===== src/rtl/alu_fpga_seq.sv =====
// Key-sequenced ALU bring-up: debounced KEYs load A, B, opcode; result and flags shown on paged HEX/LEDG.
// Latency: raw press to pulse 2+DEBOUNCE_CYC cycles; register/state update on pulse+1, result on pulse+2.
// Backpressure: none, operator paced. ALU_FPGA_HISTORY_EN adds a 4-deep result history viewed with KEY[3].
module alu_fpga_seq #(
    parameter int DATA_W       = 32,
    parameter int SW_W         = 17,
    parameter int NDIGITS      = 8,
    parameter int DEBOUNCE_CYC = 50000
) (
    input  logic                   CLK,
    input  logic                   nRST,
    input  logic [3:0]             KEY,
    input  logic [SW_W-1:0]        SW,
    output logic [DATA_W-1:0]      port_a,
    output logic [DATA_W-1:0]      port_b,
    output logic [3:0]             aluop,
    input  logic [DATA_W-1:0]      port_out,
    input  logic                   negative,
    input  logic                   overflow,
    input  logic                   zero,
    output logic [7*NDIGITS-1:0]   hex,
    output logic [7:0]             ledg
);

    localparam int NPAGES = (DATA_W + 4*NDIGITS - 1) / (4*NDIGITS);
    localparam int PG_W   = (NPAGES > 1) ? $clog2(NPAGES) : 1;
    localparam int NNIB   = DATA_W / 4;
    localparam int CNT_W  = $clog2(DEBOUNCE_CYC);
    localparam logic [CNT_W-1:0] CNT_MAX = CNT_W'(DEBOUNCE_CYC - 1);

    localparam logic [2:0] S_A    = 3'd0;
    localparam logic [2:0] S_B    = 3'd1;
    localparam logic [2:0] S_OP   = 3'd2;
    localparam logic [2:0] S_EXEC = 3'd3;
    localparam logic [2:0] S_SHOW = 3'd4;

    logic [3:0]            sync1, sync2, stable, armed, press;
    logic [1:0]            warm;
    logic [3:0][CNT_W-1:0] cnt;

    logic [2:0]        state, state_n;
    logic [PG_W-1:0]   page;
    logic [DATA_W-1:0] result, disp_val, src, sw_ext;
    logic [2:0]        flags, disp_flg;
    logic              commit, back, page_p, hist_p;

    assign sw_ext = DATA_W'(SW);

    // A key only becomes armed once it has been seen released after reset,
    // so a button held through reset release never produces a press.
    always_ff @(posedge CLK or negedge nRST) begin
        if (!nRST) begin
            sync1  <= '1;
            sync2  <= '1;
            warm   <= '0;
            stable <= '1;
            armed  <= '0;
            press  <= '0;
            cnt    <= '0;
        end else begin
            sync1 <= KEY;
            sync2 <= sync1;
            warm  <= {warm[0], 1'b1};
            for (int k = 0; k < 4; k++) begin
                press[k] <= 1'b0;
                if (warm[1] && sync2[k])
                    armed[k] <= 1'b1;
                if (sync2[k] == stable[k]) begin
                    cnt[k] <= '0;
                end else if (cnt[k] == CNT_MAX) begin
                    cnt[k]    <= '0;
                    stable[k] <= sync2[k];
                    press[k]  <= ~sync2[k] & armed[k];
                end else begin
                    cnt[k] <= cnt[k] + 1'b1;
                end
            end
        end
    end

    assign commit = press[0];
    assign back   = press[1] & ~press[0];
    assign page_p = press[2] & ~|press[1:0];
    assign hist_p = press[3] & ~|press[2:0];

    always_comb begin
        state_n = state;
        case (state)
            S_A:     if (commit) state_n = S_B;
            S_B:     if (commit) state_n = S_OP;  else if (back) state_n = S_A;
            S_OP:    if (commit) state_n = S_EXEC; else if (back) state_n = S_B;
            S_EXEC:  state_n = S_SHOW;
            S_SHOW:  if (commit) state_n = S_A;   else if (back) state_n = S_OP;
            default: state_n = S_A;
        endcase
    end

    always_ff @(posedge CLK or negedge nRST) begin
        if (!nRST) begin
            state  <= S_A;
            port_a <= '0;
            port_b <= '0;
            aluop  <= '0;
            result <= '0;
            flags  <= '0;
            page   <= '0;
        end else begin
            state <= state_n;
            if (state == S_A  && commit) port_a <= sw_ext;
            if (state == S_B  && commit) port_b <= sw_ext;
            if (state == S_OP && commit) aluop  <= SW[3:0];
            if (state == S_EXEC) begin
                result <= port_out;
                flags  <= {overflow, negative, zero};
            end
            if (state_n != state)
                page <= '0;
            else if (page_p)
                page <= (page == PG_W'(NPAGES - 1)) ? '0 : page + 1'b1;
        end
    end

`ifdef ALU_FPGA_HISTORY_EN
    logic [3:0][DATA_W-1:0] h_res;
    logic [3:0][2:0]        h_flg;
    logic [1:0]             h_wr, h_k, h_rd;
    logic [2:0]             h_cnt;

    // Entry k counts back from the most recent write; k=0 is the latest result.
    assign h_rd = h_wr - 2'd1 - h_k;

    always_ff @(posedge CLK or negedge nRST) begin
        if (!nRST) begin
            h_res <= '0;
            h_flg <= '0;
            h_wr  <= '0;
            h_k   <= '0;
            h_cnt <= '0;
        end else begin
            if (state == S_EXEC) begin
                h_res[h_wr] <= port_out;
                h_flg[h_wr] <= {overflow, negative, zero};
                h_wr        <= h_wr + 2'd1;
                if (h_cnt != 3'd4)
                    h_cnt <= h_cnt + 3'd1;
            end
            if (state_n == S_SHOW && state != S_SHOW)
                h_k <= '0;
            else if (state == S_SHOW && hist_p)
                h_k <= (({1'b0, h_k} + 3'd1) >= h_cnt) ? 2'd0 : h_k + 2'd1;
        end
    end
`else
    logic unused_hist;
    assign unused_hist = hist_p;
`endif

    always_comb begin
        disp_val = result;
        disp_flg = flags;
`ifdef ALU_FPGA_HISTORY_EN
        if (state == S_SHOW) begin
            disp_val = h_res[h_rd];
            disp_flg = h_flg[h_rd];
        end
`endif
    end

    assign src = (state == S_EXEC || state == S_SHOW) ? disp_val : sw_ext;

    function automatic logic [6:0] seg7(input logic [3:0] n);
        case (n)
            4'h0: seg7 = 7'b1000000;
            4'h1: seg7 = 7'b1111001;
            4'h2: seg7 = 7'b0100100;
            4'h3: seg7 = 7'b0110000;
            4'h4: seg7 = 7'b0011001;
            4'h5: seg7 = 7'b0010010;
            4'h6: seg7 = 7'b0000010;
            4'h7: seg7 = 7'b1111000;
            4'h8: seg7 = 7'b0000000;
            4'h9: seg7 = 7'b0010000;
            4'hA: seg7 = 7'b0001000;
            4'hB: seg7 = 7'b0000011;
            4'hC: seg7 = 7'b0100111;
            4'hD: seg7 = 7'b0100001;
            4'hE: seg7 = 7'b0000110;
            default: seg7 = 7'b0001110;
        endcase
    endfunction

    // Nibbles past the top of the data word are blanked on the last page.
    always_comb begin
        hex = '1;
        for (int i = 0; i < NDIGITS; i++) begin
            if (int'(page) * NDIGITS + i < NNIB)
                hex[7*i +: 7] = seg7(4'(src >> (4 * (int'(page) * NDIGITS + i))));
        end
    end

    assign ledg = {disp_flg, state == S_SHOW, state == S_EXEC, state == S_OP,
                   state == S_B, state == S_A};

endmodule


===== config.mk =====
export PLATFORM = sky130hd
export DESIGN_NAME = alu_fpga_seq
export DESIGN_NICKNAME = d
export VERILOG_FILES = /design/src/rtl/alu_fpga_seq.sv
export SDC_FILE = /design/constraint.sdc
export NUM_CORES = 1
export LEC_CHECK = 0
export ABC_AREA = 1
export BUFFER_PORTS_ARGS = -buffer_cell sky130_fd_sc_hd__buf_2
export CAP_MARGIN = 20
export CELL_PAD_IN_SITES_DETAIL_PLACEMENT = 1
export CELL_PAD_IN_SITES_GLOBAL_PLACEMENT = 2
export CORE_MARGIN = 3
export CORE_UTILIZATION = 30
export CTS_BUF_LIST = sky130_fd_sc_hd__clkbuf_16
export DETAILED_ROUTE_END_ITERATION = 10
export MAX_ROUTING_LAYER = met4
export PLACE_DENSITY = 0.92
export SYNTH_ARGS = -nofsm -noshare
export SYNTH_HDL_FRONTEND = slang
export SYNTH_SLANG_ARGS = --single-unit
export TNS_END_PERCENT = 50

===== constraint.sdc =====
create_clock -name CLK -period 2.5 [get_ports CLK]
set_input_delay 0.125 -clock CLK [delete_from_list [all_inputs] [get_ports CLK]]
set_output_delay 0.125 -clock CLK [all_outputs]
set_load 0.03 [all_outputs]

==> results.md <==
- Status: finished, final reports clean
- Count leader, synth: nand2_1
- Post-synth top cells: 368 x nand2_1, 116 x inv_1, 114 x dfrtp_1
- Class of the worst hold path: in2reg
- P per Cell Area: 473 nW/um2
- Grt met3 use: 4.57%
- GRT busiest layer: met2
- Met2 Resource Use GR: 32.6%
- VDD IR max: between 0.3 and 0.4 mV
- Finished Core Util: 42.7%
- Finished Cell Area: 10600 um2
- Synth unique cells: 38
- Vias per std cell: 4.67
- Post-DRT Antenna Nets: 0
- Lkg Pwr: between 5 and 6 nW
- Clk root buf: clkbuf_16
- Grt total ovfl: 0
- Initial antenna violation count: 1
- Worst Max-Slew Pin Slew: 0.633 ns
- Max cap viols: 0
- NumNets Final: approximately 1.4k
- Die W: 166 um
- Setup violations, final: 0
- H-tree level count: 4
- Max Fclk: 0.402 GHz
- Post-place setup slack: just over 0.09 ns
- Number of iterations in the first detailed-routing pass: 5
- CTS tree: done
- Post-synth EDFFs: 0
- Met1 usage: a little under a quarter
- WP data arrival: between 2 and 2.5 ns
- Vias in the first global route: 8085
- Largest area contributor in the netlist: dfrtp_1
- FFs w/ async S/R, synth: 100%
- Die ar.: 27500 um2
- Post-Place Cells: between 1.5k and 2k
- Post-synth design cell area: approximately 7700 um2
- Clock Latency Late Sink: 0.42 ns
- Routed len/inst: 15.7 um
- Type of the worst setup path: reg2out
- Dpl hpwl: 18300 um
- RSZ-0062 raised after global routing: yes
- RePlAce Congestion: approximately 0.9
- Rows: between 50 and 60
- Syn. warnings: 0
- Slew Viols, Final: 0
- Setup slack, reg-to-reg: between 0.4 and 0.5 ns
- I/O pin total: 190
- Max clock buf depth: 2
- Drt drc: 0
- Setup WS post-layout: about 0.014 ns
- Syn-to-layout area delta: 37.9%
- Initial Util: 31.0%
- Startpoint type of the worst setup path: register
- Final period demand of the worst path: 2.49 ns
- Synth top area share: between 30% and 40%
- Core area: about 25000 um2
- PortBufs: 157
- Type of destination of the critical path: output port
- Dominant cells by area after synthesis: dfrtp_1 37%, nand2_1 18%, ha_1 8.0%
- TritonCTS Buffers: 17
- Final Skew: ~0.0066 ns
- Post-Layout Cell Count: around 1.7k
- Sink Count: 120
- Drt total wl: 25900 um
- First DRT Iteration DRCs: 307
- First-pass GRT wire length: between 40000 and 50000 um
- Worst-path clk slew: 0.06 ns
- Gr usage total: 18.9%
- Ratio of cells with drive above 1 in the final layout: between 20 and 30%
- Via Count: approximately 7.7k
- Synth Area per Inst: 7.19 um2
- Max Fanout on Critical Path: 8
- Fin crit share: 99.4%
- Synth Register Bits: 120
- Placed inst area: approximately 9000 um2
- Post-synth top flop: dfrtp_1
- Post-synthesis instance total: about 1.1k
- Sequential area share after synthesis: 39.2%
- Die Height: 166 um
- WP data required: around 2.4 ns
- Largest net degree at the start of global routing: 54
- Slew headroom: 57.8%
- Endpoints failing hold: 0
-- kinds of logic (layout without fill, tap and decap cells) --
| group | after synthesis | count (layout) | synth area share (%) |
|---|---|---|---|
| fa+ha+maj | 49 | 49 | 7.99 |
| buf+inv | 172 | 402 | 10.4 |
| compound gates | 125 | 125 | 9.00 |
| simple gates | 590 | 591 | 32.1 |
| xor+xnor | 10 | 10 | 1.14 |
| other cells | 2 | 32 | 0.0979 |
| flops | 120 | 120 | 39.2 |
-- stage by stage --
stage / TNS, ns / hold slack [ns] / power (mW)
floorplan: 0 / -0.171 / 2.35
finish: 0 / 0.0258 / 5.00
CTS: -0.0489 / 0.0102 / 5.02
global placement: 0 / 0.153 / 2.51
detailed placement: 0 / 0.160 / 2.52
global route: -1.39 / 0.0432 / 5.21
-- where the power goes --
| group | total (mW) | switching (mW) | leakage, nW | internal, mW |
|---|---|---|---|---|
| clock | 2.39 | 1.01 | 0.263 | 1.38 |
| combinational | 0.638 | 0.414 | 3.86 | 0.225 |
| sequential | 1.97 | 0.0102 | 1.25 | 1.96 |
-- cell usage in the layout (no fill, tap or decap), types with 5 or more instances in the layout --
master	instances
o211ai_1	5
o21ai_0	81
nor3_1	14
nor2_4	5
clkinv_4	6
buf_6	21
o21ai_2	8
ha_2	7
nand2_2	32
dfrtp_1	111
o21ai_1	6
buf_2	120
nor2_1	77
nand3_2	5
clkbuf_16	18
a21oi_1	15
xor2_1	7
inv_2	13
conb_1	31
buf_4	58
clkinvlp_4	5
buf_12	5
nand2_1	338
dfstp_2	6
dlygate4sd3_1	38
ha_4	6
inv_1	103
clkbuf_4	7
nand3_1	96
nand2_4	10
ha_1	36
-- critical path: stages, from the launching register on --
cell	delay (ns)
dfrtp_2	0.48
o21ai_4	0.26
nand2_8	0.12
buf_4	0.16
nor2_4	0.10
inv_2	0.08
ha_4	0.21
or2_4	0.24
nand3_1	0.08
nand2_1	0.05
buf_4	0.16
-- layer usage --
metal,vias to the layer above,wire (um)
li1,3809,-
met1,3741,11300
met2,157,13200
met3,16,1140
met4,0,248
met5,-,0
-- repair_timing --
item	in CTS	in global routing
endpoints found under the setup margin	53	54
cloned	1	1
endpoints found under the hold margin	75	0
gates resized for setup	59	111
buffers inserted	14	16
hold buffers	38	0
pin swaps	7	13
-- cell type report --
class,count,area (um2)
Antenna cell,1,2.50
Sequential cell,120,3010
Multi-Input combinational cell,806,4300
Timing Repair Buffer,250,1830
Clock inverter,15,146
Tap cell,324,405
Inverter,120,459
Fill cell,3095,14200
Clock buffer,17,425
-- flip-flops by register name (all words and copies together), names as in the netlist --
name      flops
disp_flg      3
port_a       17
cnt          32
sync2         2
disp_val     32
port_b       17
armed         2
state         3
stable        2
press         2
sync1         2
aluop         4
warm          2
-- final timing paths --
path	startpoint	endpoint	depth (start not counted)
setup / recovery	state[1]	hex[45]	10
hold / removal	SW[16]	port_a[16]	3
setup reg to reg	state[1]	port_b[6]	9
hold reg to reg	sync1[1]	sync2[1]	0
max in group asynchronous	nRST	stable[0]	3
min in group asynchronous	nRST	disp_val[31]	2
No activity file was read; power rests on OpenSTA's default activity.
